## config.mk

```make
export PLATFORM = sky130hd
export DESIGN_NAME = seg_scan_ctrl
export DESIGN_NICKNAME = d
export VERILOG_FILES = /design/src/rtl/seg_scan_ctrl.sv
export SDC_FILE = /design/constraint.sdc
export NUM_CORES = 1
export LEC_CHECK = 0
export CAP_MARGIN = 20
export CORE_AREA = 10 10 109 121
export CTS_BUF_LIST = sky130_fd_sc_hd__clkbuf_8
export CTS_CLUSTER_SIZE = 30
export DETAILED_ROUTE_END_ITERATION = 7
export DIE_AREA = 0 0 119 131
export GPL_TIMING_DRIVEN = 1
export HOLD_SLACK_MARGIN = 0.1
export PLACE_DENSITY = 0.74
export SLEW_MARGIN = 5
export SYNTH_ARGS = -nofsm -noshare
export SYNTH_HDL_FRONTEND = slang
export SYNTH_SLANG_ARGS = --single-unit
export TNS_END_PERCENT = 50
```

## constraint.sdc

```tcl
create_clock -name clk -period 4.5 [get_ports clk]
set_clock_uncertainty 0.1 [all_clocks]
set_input_delay 0.45 -clock clk [delete_from_list [all_inputs] [get_ports clk]]
set_output_delay 0.45 -clock clk [all_outputs]
set_load 0.05 [all_outputs]
```

## src/rtl/seg_scan_ctrl.sv

```systemverilog
// rtl/seg_scan_ctrl.sv - 8-digit seven-segment scan scheduler with double-buffered digit store
//
// Ports:
//   clk, rst_n          clock, synchronous active-low reset
//   wr_valid/wr_ready   shadow write handshake; wr_addr selects digit, wr_data/wr_dp the content
//   commit              request copy of shadow to active at the next frame boundary
//   digit_en            per-digit enable, 0 blanks that digit's slot
//   commit_done         pulses with frame_start when a copy has taken place
//   frame_start         pulses as digit 0's slot appears on the outputs
//   AN, SEG             active-low anode selects and segments (SEG[7] = DP)
module seg_scan_ctrl #(
  parameter int DWELL = 100000,
  parameter int BLANK = 1000
) (
  input  logic       clk,
  input  logic       rst_n,
  input  logic       wr_valid,
  output logic       wr_ready,
  input  logic [2:0] wr_addr,
  input  logic [3:0] wr_data,
  input  logic       wr_dp,
  input  logic       commit,
  input  logic [7:0] digit_en,
  output logic       commit_done,
  output logic       frame_start,
  output logic [7:0] AN,
  output logic [7:0] SEG
);

  localparam int MAXC = (DWELL > BLANK) ? DWELL : BLANK;
  localparam int CW   = (MAXC > 1) ? $clog2(MAXC) : 1;

  typedef enum logic {ST_SCAN, ST_BLANK} state_t;

  state_t        state;
  logic [2:0]    digit;
  logic [CW-1:0] cnt;
  logic          pending;
  logic [4:0]    shadow [8];
  logic [4:0]    active [8];

  logic          boundary;
  logic          copy;
  logic [4:0]    src;

  function automatic logic [6:0] enc7(input logic [3:0] h);
    case (h)
      4'h0: enc7 = 7'h40;
      4'h1: enc7 = 7'h79;
      4'h2: enc7 = 7'h24;
      4'h3: enc7 = 7'h30;
      4'h4: enc7 = 7'h19;
      4'h5: enc7 = 7'h12;
      4'h6: enc7 = 7'h02;
      4'h7: enc7 = 7'h78;
      4'h8: enc7 = 7'h00;
      4'h9: enc7 = 7'h10;
      4'hA: enc7 = 7'h08;
      4'hB: enc7 = 7'h03;
      4'hC: enc7 = 7'h46;
      4'hD: enc7 = 7'h21;
      4'hE: enc7 = 7'h06;
      default: enc7 = 7'h0E;
    endcase
  endfunction

  // The first cycle of digit 0's SCAN is the frame boundary; the copy is
  // made at the edge closing it, so the registered SEG for that edge must
  // already take the freshly committed shadow entry.
  assign boundary = (state == ST_SCAN) && (digit == 3'd0) && (cnt == '0);
  assign copy     = boundary && pending;
  assign src      = copy ? shadow[digit] : active[digit];

  // Held low during commit_done so a stalled write lands the cycle after it.
  assign wr_ready = rst_n & ~pending & ~commit_done;

  always_ff @(posedge clk) begin
    if (!rst_n) begin
      state       <= ST_SCAN;
      digit       <= 3'd0;
      cnt         <= '0;
      pending     <= 1'b0;
      AN          <= 8'hFF;
      SEG         <= 8'hFF;
      frame_start <= 1'b0;
      commit_done <= 1'b0;
      for (int i = 0; i < 8; i++) begin
        shadow[i] <= 5'd0;
        active[i] <= 5'd0;
      end
    end else begin
      case (state)
        ST_SCAN: begin
          if (cnt == CW'(DWELL - 1)) begin
            cnt <= '0;
            if (BLANK == 0) digit <= digit + 3'd1;
            else            state <= ST_BLANK;
          end else begin
            cnt <= cnt + 1'b1;
          end
        end
        default: begin
          if (cnt == CW'(BLANK - 1)) begin
            cnt   <= '0;
            state <= ST_SCAN;
            digit <= digit + 3'd1;
          end else begin
            cnt <= cnt + 1'b1;
          end
        end
      endcase

      if ((state == ST_SCAN) && digit_en[digit]) begin
        AN  <= ~(8'b1 << digit);
        SEG <= {~src[4], enc7(src[3:0])};
      end else begin
        AN  <= 8'hFF;
        SEG <= 8'hFF;
      end

      frame_start <= boundary;
      commit_done <= copy;

      if (copy) begin
        for (int i = 0; i < 8; i++) active[i] <= shadow[i];
      end

      // A commit seen while a copy is being made is dropped with the old pending.
      if (copy)        pending <= 1'b0;
      else if (commit) pending <= 1'b1;

      if (wr_valid && wr_ready) shadow[wr_addr] <= {wr_dp, wr_data};
    end
  end

endmodule
```

# Yosys cells after proc, flatten, opt, wreduce, memory -nomap -nowiden
# Memory sizes are Yosys's and may differ from the RTL's. A register that Yosys moved wholly into a read port is not among the register bits.
# Cells that the tools add are included.
dict set report word_totals {
  out_inout_bits 19
  regBits 40
  mem_count 3
  latch_bits 0
  word_cells 76
  romBits 112
  ramBits 80
  in_bits 20
}
dict set report op_classes {
  n_reduce_logical 12
  n_mul 0
  eq_ne 2
  n_shift 1
  div 0
  n_addsub 2
  mux 31
  bitwise_logic 16
  order_cmp 1
}
# memory depth word_bits rd rd_ports_with_merged_regs write_ports line_no
set mem_list {}
lappend mem_list {{(no name shown)} 16 7 1 1 0 47} ;# case (h)
lappend mem_list {active 8 5 1 1 8 40} ;# logic [4:0] active [8];
lappend mem_list {shadow 8 5 9 1 8 39} ;# logic [4:0] shadow [8];
# operator n
set op_table {}
lappend op_table {{17-bit 2-to-1 mux} 3}
lappend op_table {{5-bit 2-to-1 mux} 10}
lappend op_table {{17-bit by 1-bit adder with 17-bit output (second input constant)} 1}
lappend op_table {{17-bit by 10-bit equality test with 1-bit output (second input constant)} 1}
lappend op_table {{17-bit equality test (second input constant)} 1}
lappend op_table {{17-bit zero test} 1}
lappend op_table {{3-bit 2-to-1 mux} 5}
lappend op_table {{1-bit 2-to-1 mux} 12}
lappend op_table {{8-bit inverter} 1}
lappend op_table {{1-bit OR} 8}
lappend op_table {{1-bit by 3-bit left shift with 8-bit output (first input constant)} 1}
lappend op_table {{1-bit logical AND} 5}
lappend op_table {{1-bit inverter} 5}
lappend op_table {{5-bit OR reduction} 1}
lappend op_table {{3-bit by 4-bit less-than comparator with 1-bit output (second input constant)} 1}
lappend op_table {{2-bit AND reduction} 2}
lappend op_table {{3-bit by 1-bit adder with 3-bit output (second input constant)} 1}
lappend op_table {{1-bit binary-select mux with 3-bit select} 1}
lappend op_table {{3-bit zero test} 1}
lappend op_table {{1-bit AND} 2}
lappend op_table {{2-bit OR reduction} 1}
lappend op_table {{1-bit zero test} 1}

# Logic depth before layout (Yosys ltp)
dict set report logic_depth {
  ltp_word 9
  ltp_mapped 13
  ltp_nobuf 12
}

# Least setup slack after synthesis
# Ideal clock, no wire load.
dict set report synth_path {
  path_type {reg2reg}
  from {register commit_done}
  to {memory shadow[1][0] (enable)}
  path_slack_ns 1.326
  path_buffers 0
  required_time_ns 4.084
  setup_time_ns 0.316
  stages_incl_launch_ff 5
  synth_period_minus_slack_ns 3.174
  t_arrival_ns 2.758
  path_cell_list {dfxtp_1 nor3b_1 nand3_1 nor3_1 nand2b_1}
}
# element line_no
set synth_lines {}
lappend synth_lines {{from (decl)} 24} ;# output logic commit_done,
lappend synth_lines {{from (signal assigned)} 122} ;# commit_done <= copy;
lappend synth_lines {{to (decl)} 39}

==> results.toml <==
[status]
status = "complete, no violations"

[clock_network]
post_cts_buffers = 0
cts_buffers = 17
insertion_delay_ns = 0.42
cts_resized = 0
clockBufferDepth = 2
clk_pin_slew_worst_paths_ns = 0.07
cts_tree = "built"
cts.sinks = 123
root_buffer = "clkbuf_8"
cts_hold_buf = 0
htreeDepth = 4

[synth]
synth_ff_type = "edfxtp_1"
avgSynthCellArea_sq_um = 12.8
synthArstFlopShare = 0
syn-num-nets = 480
yosys_warnings = 0
seq_area_frac_synth = 0.570
synth_cell_types = 51
syn_area_sq_um = 5730
postSynthCellCount = 446
synth_edf_count = 80
synth_seq_cells = 123

[final_layout]
drive_gt1_frac = 0.143
multiInputGateArea_sq_um = 2300
layoutNonFillerInstCount = 649
nFillCells = 886
antenna_cells = 0
seq_area_sq_um = 3260
area_growth_pct = 15.4
fin_nets = 523

[critical_path]
cp_cell_sequence = "mux4_2, and2_1, a211oi_2, inv_1, ha_1, inv_1, a21oi_1, a2111oi_0, a31oi_1"
worst_path_most_repeated_cell = "inv_1"
cp_max_fo = 16
cpPeakStageDelay_ns = 0.86
worst_setup_path_start_kind = "flip-flop"
ff2ff_path_depth = 9
crit_type = "flip-flop to flip-flop"
rrSetupSlack_ns = 1.41
critPathSlowestCell = "dfxtp_1"
required_ns = 4.70
worstSetupEndpointType = "flip-flop"
arrival_ns = 3.28

[worst_hold_path]
min_delay_path_depth = 1
min_path_type = "flip-flop to flip-flop"
worstHoldStart = "cnt[0]"

[global_routing]
overflow = 0
use_met3 = 0.0429
grt_usage = 0.150
grt_pass1_wl_mm = 18.6
antenna_found_initial = 0
grt_max_degree = 42
busiest_layer = "met2"
grtUsageMet2 = 0.262
grt_pass1_vias = 3637
use_met1 = 0.170

[pwr]
p_leak_nw = 2.57
p_per_area_nw_per_um2 = 371
ir_drop_mv = 0.191

[placement]
placedCellCount = 617
dp.final_hpwl_mm = 8.00
dp_slack_ns = 1.41
port_buffers = 38
gp_congestion = 0.846

[die]
start_util = 0.535
die_w_microns = 119
die_y_microns = 131
io_pins = 39
rows = 40
coreArea_sq_um = 10700
die_area_sq_um = 15600

[drt]
dr.pass1.iters = 4
avgRoutedWirePerCell_microns = 17.0
drt_iter0_markers = 237
vias = 3519
ant_nets = 0
drt-total-wl_mm = 11.1
vias_per_cell = 5.42
drc = 0

[timing]
tightest_slew_ns = 0.832
period_needed_ns = 3.09
finalHoldViolCount = 0
fin_crit_sh = 0.686
final_max_slew_viol_count = 0
clock.fmax_ghz = 0.324
rsz0062_at_grt = "false"
worst_slack_ns = 1.41
slew_headroom = 0.444
setup_viol = 0
setup-tns-final_ns = 0

[flow_run]
maxCapViolations = 0
## registers in the layout (all words and copies together) (netlist names), named ones only
register	flops
active	40
shadow	40
cnt	17
AN	8
SEG	8
digit	3
commit_done	1
frame_start	1
pending	1
state	1
## power breakdown
group | switching [mW] | internal, mW
Clock | 0.408 | 0.535
Combinational | 0.141 | 0.0874
Sequential | 0.0212 | 1.26
Total | 0.570 | 1.88
## cells by family after synthesis
| family | Yosys count | share of synthesized area |
|---|---|---|
| compound gates | 25 | 0.0334 |
| mux | 37 | 0.110 |
| buf+inv | 30 | 0.0282 |
| xor+xnor | 17 | 0.0260 |
| fa+ha+maj | 14 | 0.0306 |
| simple gates | 200 | 0.203 |
| flops | 123 | 0.570 |
## per-stage QoR
step | hold WS, ns | cell area (sq um) | power [mW] | utilization
finish | 0.361 | 6610 | 2.45 | 0.617
global route | 0.395 | 6610 | 2.55 | 0.617
CTS | 0.366 | 6610 | 2.47 | 0.617
detailed placement | 0.357 | 6210 | 1.53 | 0.580
global placement | 0.341 | 6210 | 1.53 | 0.580
floorplan | 0.330 | 5730 | 1.46 | -
## cells in the final DEF (no fill, tap or decap), types with 2 or more instances in the layout
| master | instances |
|---|---|
| buf_4 | 6 |
| clkbuf_8 | 24 |
| nor3_1 | 3 |
| mux4_2 | 20 |
| inv_1 | 13 |
| mux2i_1 | 14 |
| inv_4 | 3 |
| o21ai_0 | 6 |
| nand3b_1 | 3 |
| ha_1 | 14 |
| nand4_1 | 5 |
| edfxtp_1 | 80 |
| nor2_1 | 30 |
| and4_1 | 4 |
| xnor2_1 | 5 |
| a31oi_1 | 3 |
| xor2_1 | 12 |
| a21oi_1 | 3 |
| mux2_2 | 2 |
| and3_1 | 35 |
| nor4_1 | 3 |
| nor2b_1 | 2 |
| nand4b_1 | 2 |
| clkdlybuf4s50_1 | 38 |
| a221o_1 | 3 |
| nand2b_1 | 9 |
| and2_1 | 58 |
| nand2_1 | 24 |
| a211oi_2 | 3 |
| nand3_1 | 11 |
| dfxtp_1 | 43 |
## worst paths after layout
kind / endpoint
max reg2reg: SEG[3]
max: SEG[3]
min reg2reg: cnt[0]
min: cnt[0]
## layer usage
| metal | vias to the layer above | part of all wire |
|---|---|---|
| met5 | - | 0 |
| met2 | 84 | 0.51 |
| met4 | 0 | 0.016 |
| met1 | 1705 | 0.43 |
| li1 | 1711 | - |
| met3 | 19 | 0.042 |
## worst max-delay path: cells and delay by family (launching register included)
family                   cells  cell delay [ns]
AO/OA/AOI/OAI                4             0.94
adder cells (fa/ha/maj)      1             0.23
buffers and inverters        2             0.25
flip-flops                   1             0.86
multiplexers                 1             0.40
AND/OR/NAND/NOR              1             0.17
## synth_stat cells, types with 4 or more instances
library cell,instances,area [sq um]
inv_1,10,37.5
and4_1,4,35.0
nor2_1,30,113
nand2b_1,9,56.3
dfxtp_1,43,861
xnor2_1,5,43.8
edfxtp_1,80,2400
nand4_1,5,31.3
mux2i_1,14,140
and2_1,58,363
clkbuf_1,12,45.0
ha_1,14,175
o21ai_0,6,30.0
nand3_1,11,55.1
nand2_1,24,90.1
xor2_1,12,105
and3_1,35,219
mux4_2,20,450
## layout make-up
cell class	count	area share
clock buffer	24	0.0500
clock inverter	8	0.00984
inverter	10	0.00568
multi-input combinational	293	0.349
sequential	123	0.494
tap	147	0.0278
timing repair buffer	44	0.0644
No activity file was read; power rests on OpenSTA's default activity.
